$ cat config.mk
export PLATFORM = sky130hd
export DESIGN_NAME = pow_calc_flat
export DESIGN_NICKNAME = d
export VERILOG_FILES = /design/src/rtl/pow_calc_if.sv /design/src/rtl/pow_calc.sv /design/src/flat_wrapper.sv
export SDC_FILE = /design/constraint.sdc
export NUM_CORES = 1
export LEC_CHECK = 0
export ABC_AREA = 1
export CORE_ASPECT_RATIO = 0.6
export CORE_MARGIN = 10
export CORE_UTILIZATION = 35
export CTS_CLUSTER_SIZE = 14
export DETAILED_ROUTE_END_ITERATION = 6
export GPL_TIMING_DRIVEN = 0
export SYNTH_ARGS = -nofsm -noshare
export SYNTH_HDL_FRONTEND = slang
export SYNTH_SLANG_ARGS = --single-unit
$ cat constraint.sdc
create_clock -name clk -period 5.8 [get_ports clk]
set_input_delay 1.16 -clock clk [delete_from_list [all_inputs] [get_ports clk]]
set_output_delay 1.16 -clock clk [all_outputs]
set_load 0.01 [all_outputs]
$ cat src/rtl/pow_calc_if.sv
// Handshake and data bundle for the integer power generator.
// The requester drives start/enable/c/e. The power block returns g/done/ovf/busy.
interface pow_calc_if #(
    parameter int WIDTH     = 16,
    parameter int EXP_WIDTH = 16
);
    logic                 start;
    logic                 enable;
    logic [WIDTH-1:0]     c;
    logic [EXP_WIDTH-1:0] e;
    logic [WIDTH-1:0]     g;
    logic                 done;
    logic                 ovf;
    logic                 busy;

    modport master (
        output start, enable, c, e,
        input  g, done, ovf, busy
    );

    modport slave (
        input  start, enable, c, e,
        output g, done, ovf, busy
    );
endinterface

$ cat src/rtl/pow_calc.sv
// Integer power generator: g = c^e using square-and-multiply.
// The exponent is consumed one bit per clock, LSB first.
// A result wider than WIDTH bits saturates g to all ones and raises ovf.
module pow_calc #(
    parameter int WIDTH     = 16,
    parameter int EXP_WIDTH = 16
) (
    input  logic       clk,
    input  logic       rst,
    pow_calc_if.slave  bus
);

    typedef enum logic {
        IDLE = 1'b0,
        RUN  = 1'b1
    } state_t;

    state_t               state;
    state_t               state_n;

    logic [WIDTH-1:0]     acc;
    logic [WIDTH-1:0]     base;
    logic [EXP_WIDTH-1:0] e_sh;
    logic                 acc_ovf;
    logic                 base_ovf;

    logic [WIDTH-1:0]     g_r;
    logic                 done_r;
    logic                 ovf_r;

    logic                 accept;
    logic                 finish;
    logic                 step;

    logic [2*WIDTH-1:0]   prod_p;
    logic [2*WIDTH-1:0]   sq_p;

    // Clamp a result to all ones once any overflow has been seen.
    function automatic logic [WIDTH-1:0] saturate(input logic [WIDTH-1:0] v,
                                                  input logic            o);
        return o ? {WIDTH{1'b1}} : v;
    endfunction

    // Full-width products.
    // The upper halves reveal overflow of the accumulator and of the squared base.
    assign prod_p = {{WIDTH{1'b0}}, acc}  * {{WIDTH{1'b0}}, base};
    assign sq_p   = {{WIDTH{1'b0}}, base} * {{WIDTH{1'b0}}, base};

    // State register.
    always_ff @(posedge clk or posedge rst) begin
        if (rst) begin
            state <= IDLE;
        end else begin
            state <= state_n;
        end
    end

    // Next-state logic and per-cycle strobes.
    // In RUN, a low enable wins over completion so that an abort never produces done.
    always_comb begin
        state_n = state;
        accept  = 1'b0;
        finish  = 1'b0;
        step    = 1'b0;
        case (state)
            IDLE: begin
                if (bus.start && bus.enable) begin
                    accept  = 1'b1;
                    state_n = RUN;
                end
            end
            RUN: begin
                if (!bus.enable) begin
                    state_n = IDLE;
                end else if (e_sh == '0) begin
                    finish  = 1'b1;
                    state_n = IDLE;
                end else begin
                    step = 1'b1;
                end
            end
            default: state_n = IDLE;
        endcase
    end

    // Square-and-multiply datapath and result registers.
    // g/ovf move only on completion, so they hold across accepts and aborts.
    always_ff @(posedge clk or posedge rst) begin
        if (rst) begin
            acc      <= '0;
            base     <= '0;
            e_sh     <= '0;
            acc_ovf  <= 1'b0;
            base_ovf <= 1'b0;
            g_r      <= '0;
            done_r   <= 1'b0;
            ovf_r    <= 1'b0;
        end else begin
            done_r <= finish;
            if (accept) begin
                acc      <= {{(WIDTH-1){1'b0}}, 1'b1};
                base     <= bus.c;
                e_sh     <= bus.e;
                acc_ovf  <= 1'b0;
                base_ovf <= 1'b0;
            end
            if (finish) begin
                g_r   <= saturate(acc, acc_ovf);
                ovf_r <= acc_ovf;
            end
            if (step) begin
                // A truncated base only matters once a set exponent bit multiplies it in.
                if (e_sh[0]) begin
                    acc     <= prod_p[WIDTH-1:0];
                    acc_ovf <= acc_ovf | (|prod_p[2*WIDTH-1:WIDTH]) | base_ovf;
                end
                base     <= sq_p[WIDTH-1:0];
                base_ovf <= base_ovf | (|sq_p[2*WIDTH-1:WIDTH]);
                e_sh     <= e_sh >> 1;
            end
        end
    end

    assign bus.g    = g_r;
    assign bus.done = done_r;
    assign bus.ovf  = ovf_r;
    assign bus.busy = (state == RUN);

endmodule

$ cat src/flat_wrapper.sv
// flat-port wrapper written by rule: the top's interface ports become plain ports
module pow_calc_flat 
#(
    parameter int WIDTH     = 16,
    parameter int EXP_WIDTH = 16
)
  (clk, rst, bus_start, bus_enable, bus_c, bus_e, bus_g, bus_done, bus_ovf, bus_busy);
  pow_calc_if #(.WIDTH(WIDTH), .EXP_WIDTH(EXP_WIDTH)) bus_i ();
  input  logic clk;
  input  logic rst;
  input wire logic [$bits(bus_i.start)-1:0] bus_start;
  input wire logic [$bits(bus_i.enable)-1:0] bus_enable;
  input wire logic [$bits(bus_i.c)-1:0] bus_c;
  input wire logic [$bits(bus_i.e)-1:0] bus_e;
  output wire logic [$bits(bus_i.g)-1:0] bus_g;
  output wire logic [$bits(bus_i.done)-1:0] bus_done;
  output wire logic [$bits(bus_i.ovf)-1:0] bus_ovf;
  output wire logic [$bits(bus_i.busy)-1:0] bus_busy;
  assign bus_i.start = bus_start;
  assign bus_i.enable = bus_enable;
  assign bus_i.c = bus_c;
  assign bus_i.e = bus_e;
  assign bus_g = bus_i.g;
  assign bus_done = bus_i.done;
  assign bus_ovf = bus_i.ovf;
  assign bus_busy = bus_i.busy;
  pow_calc #(.WIDTH(WIDTH), .EXP_WIDTH(EXP_WIDTH)) u_core (.clk(clk), .rst(rst), .bus(bus_i));
endmodule
==> flow_summary.yaml, run 1 <==
sta:
  fmax_mhz: 166
  finalSetupViolations: 2
  fin_tns_setup_ns: -0.349
  period_minus_slack_ns: 6.03
  skew_ns: 0.0111
  fin_ws_ns: -0.230
  fin_crit_sh_pct: 104
  worst_pin_slew_ns: 0.881
  grt_setup_unrepaired: "true"
  hold_violations: 0
  slew_headroom_pct: 41.3
  maxSlewViolCount: 0
yosys:
  syn_area_um2: 20300
  muxShareOfSynthArea_pct: 0
  synth_warnings: 0
  synth_top_family_by_area: "adder cells"
  synth-seq-cells: 69
  synth_fa_ha_area_share_pct: 47.9
  synthesis.instances: 2774
  syn_avg_cell_area_um2: 7.30
  synthesis.nets: 3370
  synth-simple-area-share_pct: 21.1
  synth_cell_types: 40
  ys_seq_area_share_pct: 8.53
  synth_compound_area_share_pct: 4.11
  synth_xor_area_share_pct: 1.08
drt:
  routed_wl_um: 64600
  viasPerCell: 4.73
  drtIter0Drc: 1736
  wire_per_inst_um: 17.6
  drcViolationCount: 0
  vias: 17400
  drtAntennaViolNets: 0
  dr.pass1.iters: 5
status:
  violations: "setup timing"
  status: "complete, but fails checks"
die:
  die_y_um: 206
  die_area_um2: 68200
  start_util_pct: 35.3
  ioPinCount: 55
  rows: 68
  die_w_um: 331
  core_um2: 57300
cts:
  cts_tree: "built"
  cts_htree_levels: 3
  holdBufCountCts: 0
  path_clk_slew_ns: 0.06
  clk_latency_ns: 0.34
  cts.sinks: 69
  clock_path_buffers: 2
  clock-root-buffer: "clkbuf_16"
  numCtsBuffers: 9
place:
  place_area_um2: 21800
  hpwlAfterDp_um: 52800
  port_buffers: 54
  gp_congestion: 0.949
grt:
  grt_pass1_vias: 17300
  antenna_found_initial: 1
  grt.overflow.total: 0
  grt_max_degree: 70
  track_usage_pct: 19.5
  grt_pass1_wl_um: 102000
cells_and_area:
  drive_gt1_share_pct: 13.2
  nets: 3491
  nFillCells: 5922
  antennaDiodeCount: 0
  finish.instance_area_um2: 24200
  syn2layout_area_growth_pct: 19.4
  utilization_pct: 42.2
hold_path:
  min_path_type: "register to register"
setup_path:
  crit_fanout: 6
  critPathArrivalTime_ns: 6.26
  required_ns: 6.03
  end_kind: "register"
  criticalPathCategory: "register to register"
  start_kind: "register"
run:
  maxCapViolCount: 0
cells in the mapped netlist:
cell      number  area share [%]
nor3_1         8            0.20
o21ai_0       36            0.89
o211ai_1       5            0.19
nand2_1      826              15
o21ai_1        1           0.025
xor2_1        10            0.43
clkbuf_1      75             1.4
and2_4         1           0.043
buf_4          1           0.037
a21o_1         2           0.074
a21oi_4        1           0.080
a21oi_1       48             1.2
inv_2          4           0.074
o21a_1         1           0.037
and2_2         1           0.037
o22ai_1        1           0.031
nor3_2         1           0.049
o21bai_1       5            0.19
nor2_2         4            0.12
or2_2          1           0.031
nand3b_2       1           0.056
o22a_1        16            0.69
ha_1         200              12
inv_1        827              15
buf_1         13            0.24
nand3_2        6            0.30
dfrtp_1       69             8.5
and2_1         4            0.12
a31oi_1        1           0.031
fa_1         360              36
nand3b_1       1           0.037
nand2_2        4            0.12
nand3_1       82             2.0
nand4_1       23            0.71
clkinv_1       2           0.037
o221ai_1      16            0.69
nor2_1        92             1.7
buf_2          6            0.15
xnor2_1       15            0.65
nor2_4         4            0.22
flip-flops by register name, summed over array words and instances (netlist names), 16 cells and up:
register / cells
u_core.bus.g: 16
u_core.acc: 16
u_core.base: 16
u_core.e_sh: 16
worst max-delay path, cell delays in order (launching register included):
cell	delay (ns)
dfrtp_2	0.57
clkbuf_16	0.23
buf_8	0.11
nand2_2	0.05
fa_1	0.52
inv_2	0.05
ha_1	0.18
o21bai_4	0.18
fa_1	0.55
inv_2	0.05
fa_1	0.53
inv_1	0.05
fa_1	0.56
fa_1	0.47
ha_4	0.34
nand2_4	0.08
nor2_4	0.17
nand3_2	0.12
nand3b_4	0.17
nand2_2	0.08
nand3_1	0.08
nand2_1	0.05
nor2_1	0.11
nand2_1	0.11
nor2_2	0.17
nand2_2	0.14
nand2_4	0.11
nand2_1	0.06
final cells by class:
type | count | area, um2 | share of cell area (%)
clock inverters | 5 | 52.6 | 0.217
clock buffers | 10 | 229 | 0.947
repair buffers | 127 | 1150 | 4.76
well taps | 770 | 963 | 3.98
flip-flops and latches | 69 | 1790 | 7.41
plain buffers | 78 | 910 | 3.76
multi-input cells | 1777 | 16000 | 66.0
inverters | 833 | 3130 | 12.9
cell usage in the layout (no fill, tap or decap), drive strengths merged:
master and count:
inv 831, xor2 10, o22a 16, nand4 23, a21oi 49, nor3 9, clkinv 5, clkinvlp 1
nand3 88, clkdlybuf4s50 54, nand3b 2, o221ai 16, a31oi 1, and2 6, fa 360, nand2 830
o21a 1, dfrtp 69, o21bai 5, clkbuf 58, bufinv 1, nor2 100, o211ai 5, ha 200
o21ai 37, buf 103, or2 1, o22ai 1, xnor2 15, a21o 2
logic make-up after synthesis:
family | count (synthesis)
flops | 69
compound gates | 133
xor+xnor | 25
fa+ha+maj | 560
buf+inv | 928
simple gates | 1059
metrics by stage:
| step | instances | hold WS (ns) | setup slack (ns) |
|---|---|---|---|
| 6_report | 3669 | 0.484 | -0.230 |
| 5_1_grt | 3669 | 0.520 | -0.408 |
| 4_1_cts | 3657 | 0.482 | -0.0913 |
| 3_5_place_dp | 3598 | 0.475 | -1.57 |
| 3_3_place_gp | 3598 | 0.476 | -1.56 |
| 2_1_floorplan | 2774 | 0.450 | 0.188 |
path summary, 6_finish.rpt:
path                            startpoint         endpoint  slack [ns]  cells past startpoint
hold / removal             u_core.base_ovf  u_core.base_ovf        0.48                      2
max in group asynchronous              rst    u_core.acc[9]        3.76                      2
min in group asynchronous              rst   u_core.e_sh[2]        1.37                      2
setup / recovery            u_core.base[9]  u_core.base_ovf       -0.23                     27
setup reg to reg            u_core.base[9]  u_core.base_ovf       -0.23                     27
hold reg to reg            u_core.base_ovf  u_core.base_ovf        0.48                      2
what timing repair did:
action	4_1_cts	5_1_grt
gates resized for setup	359	100
endpoints found under the setup margin	14	4
pin swaps	62	54
setup buffers	61	12
routing by layer:
layer  up-vias  wire [um]  GRT usage, %
met5         -        235          2.53
met4         2        426          1.65
met3        25       9970          9.86
met2       707      21800          23.7
met1      8379      32200          30.1
li1       8239          -             -
Power of run 1 is not shown: default switching activity piles up to over one toggle a cycle in this logic, so the estimate is an artifact.
==> inputs of run 2 (changes only) <==
- GPL_TIMING_DRIVEN: 0 -> not set
==> run 2 against run 1 <==
Against the previous run:
- highest routed layer is now met4
- the run now ends clean
- first-iteration DRC count shrank 18%
- clock skew grew 0.0021 ns
- worst hold slack gained 0.022 ns
- cell area grew 0.93%
- sequential share of layout area shrank 0.27 points
- cell count grew 0.79%
- critical endpoint is now u_core.acc_ovf
- via count shrank 0.47%
- global-route usage shrank 2.5 points
- register-to-register slack gained 0.33 ns
- sequential cell count is the same
==> flow_summary.yaml, run 2 (synthesis gave the netlist of run 1 again) <==
place:
  gp_congestion: 0.943
  dp_cells: 3648
  hpwlAfterDp_um: 47600
  place_ws_ns: -0.143
  port_buffers: 54
die:
  start_util_pct: 35.3
  core_um2: 57300
  die_y_um: 206
  die_area_um2: 68200
  ioPinCount: 55
  die_w_um: 331
  rows: 68
drt:
  dr.pass1.iters: 5
  drtAntennaViolNets: 0
  drtIter0Drc: 1424
  drcViolationCount: 0
  wire_per_inst_um: 15.9
  routed_wl_um: 59000
  viasPerCell: 4.67
  vias: 17300
cts:
  clk_latency_ns: 0.35
  path_clk_slew_ns: 0.07
  clock_path_buffers: 2
  cts_tree: "built"
  numCtsBuffers: 9
  cts_htree_levels: 3
  cts.sinks: 69
  clock-root-buffer: "clkbuf_16"
setup_path:
  crit_fanout: 7
  reg2reg_depth: 26
  cp_slowest_cell: "fa_1"
  start_kind: "register"
  crit_end: "u_core.acc_ovf"
  required_ns: 6.04
  reg2reg_setup_slack_ns: 0.10
  max_stage_delay_ns: 0.57
  criticalPathCategory: "register to register"
  regToRegEndpoint: "u_core.acc_ovf"
  crit_path_start: "u_core.base[6]"
  timing.rr.start: "u_core.base[6]"
  critPathArrivalTime_ns: 5.94
  end_kind: "register"
grt:
  grt_pass1_wl_um: 93000
  grt_max_degree: 45
  grt_pass1_vias: 17000
  antenna_found_initial: 0
  grt.overflow.total: 0
  track_usage_pct: 17.0
sta:
  finalSetupViolations: 0
  fin_crit_sh_pct: 98.3
  period_minus_slack_ns: 5.70
  grt_setup_unrepaired: "true"
  skew_ns: 0.0132
  worst_pin_slew_ns: 0.665
  fmax_mhz: 175
  fin_ws_ns: 0.100
  slew_headroom_pct: 55.6
  fin_tns_setup_ns: 0
  hold_violations: 0
  maxSlewViolCount: 0
status:
  status: "finished clean"
cells_and_area:
  final_common_cell: "inv_1"
  syn2layout_area_growth_pct: 20.5
  antennaDiodeCount: 0
  drive_gt1_share_pct: 14.3
  layout_common_cells: "inv_1 (803), nand2_1 (760), fa_1 (351)"
  nets: 3519
  nFillCells: 5850
  final_cells: 3698
  utilization_pct: 42.6
hold_path:
  min_path_type: "register to register"
run:
  maxCapViolCount: 0
[run 2: changes by cell type in the layout (fill, tap and decap cells not counted), sizes merged]
cell,before,now
buf,103,174
clkbuf,58,15
clkinv,5,2
clkinvlp,1,3
bufinv,1,2
inv,831,832
[run 2: worst min-delay path by stage]
| stage | from | to | depth (start not counted) |
|---|---|---|---|
| 3_3_place_gp | u_core.bus.g[3] | u_core.bus.g[3] | 1 |
| 4_1_cts | u_core.bus.g[5] | u_core.bus.g[5] | 1 |
| 6_report | u_core.bus.g[13] | u_core.bus.g[13] | 1 |
| 3_5_place_dp | u_core.bus.g[5] | u_core.bus.g[5] | 1 |
| 2_1_floorplan | u_core.base_ovf | u_core.base_ovf | 2 |
| 5_1_grt | u_core.bus.g[13] | u_core.bus.g[13] | 1 |
[run 2: cell type report]
class                           count  area [um2]  area share [%]
Clock buffer                       10         239           0.979
Clock inverter                      6        92.6           0.379
Inverter                          833        3130            12.8
Multi-Input combinational cell   1777       16000            65.6
Sequential cell                    69        1740            7.14
Tap cell                          770         963            3.95
Timing Repair Buffer              233        2230            9.12
[run 2: critical path: cells and delay by family (launching register included)]
kind            cells  cell delay, ns
simple gates       11            1.22
fa+ha+maj           7            3.01
compound gates      1            0.06
flops               1            0.51
buf+inv             7            0.80
[run 2: per-stage QoR]
step                hold slack, ns  instance area (um2)
finish                       0.506                24400
global route                 0.525                24400
CTS                          0.513                23000
detailed placement           0.498                22700
global placement             0.492                22700
floorplan                    0.450                20300
[run 2: metal layers]
metal  share of wire (%)  track usage (%)
met1                  53             28.4
met2                  37             22.3
met3                  10             3.13
met4                0.58             1.68
met5                   0                0
[run 2: repair_timing]
item,4_1_cts,5_1_grt
pin swaps,1,108
hold buffers,0,0
buffers inserted,1,29
setup endpoints to repair,2,8
resized for setup,8,259
cloned,0,5
Power of run 2 is left out for the same reason.
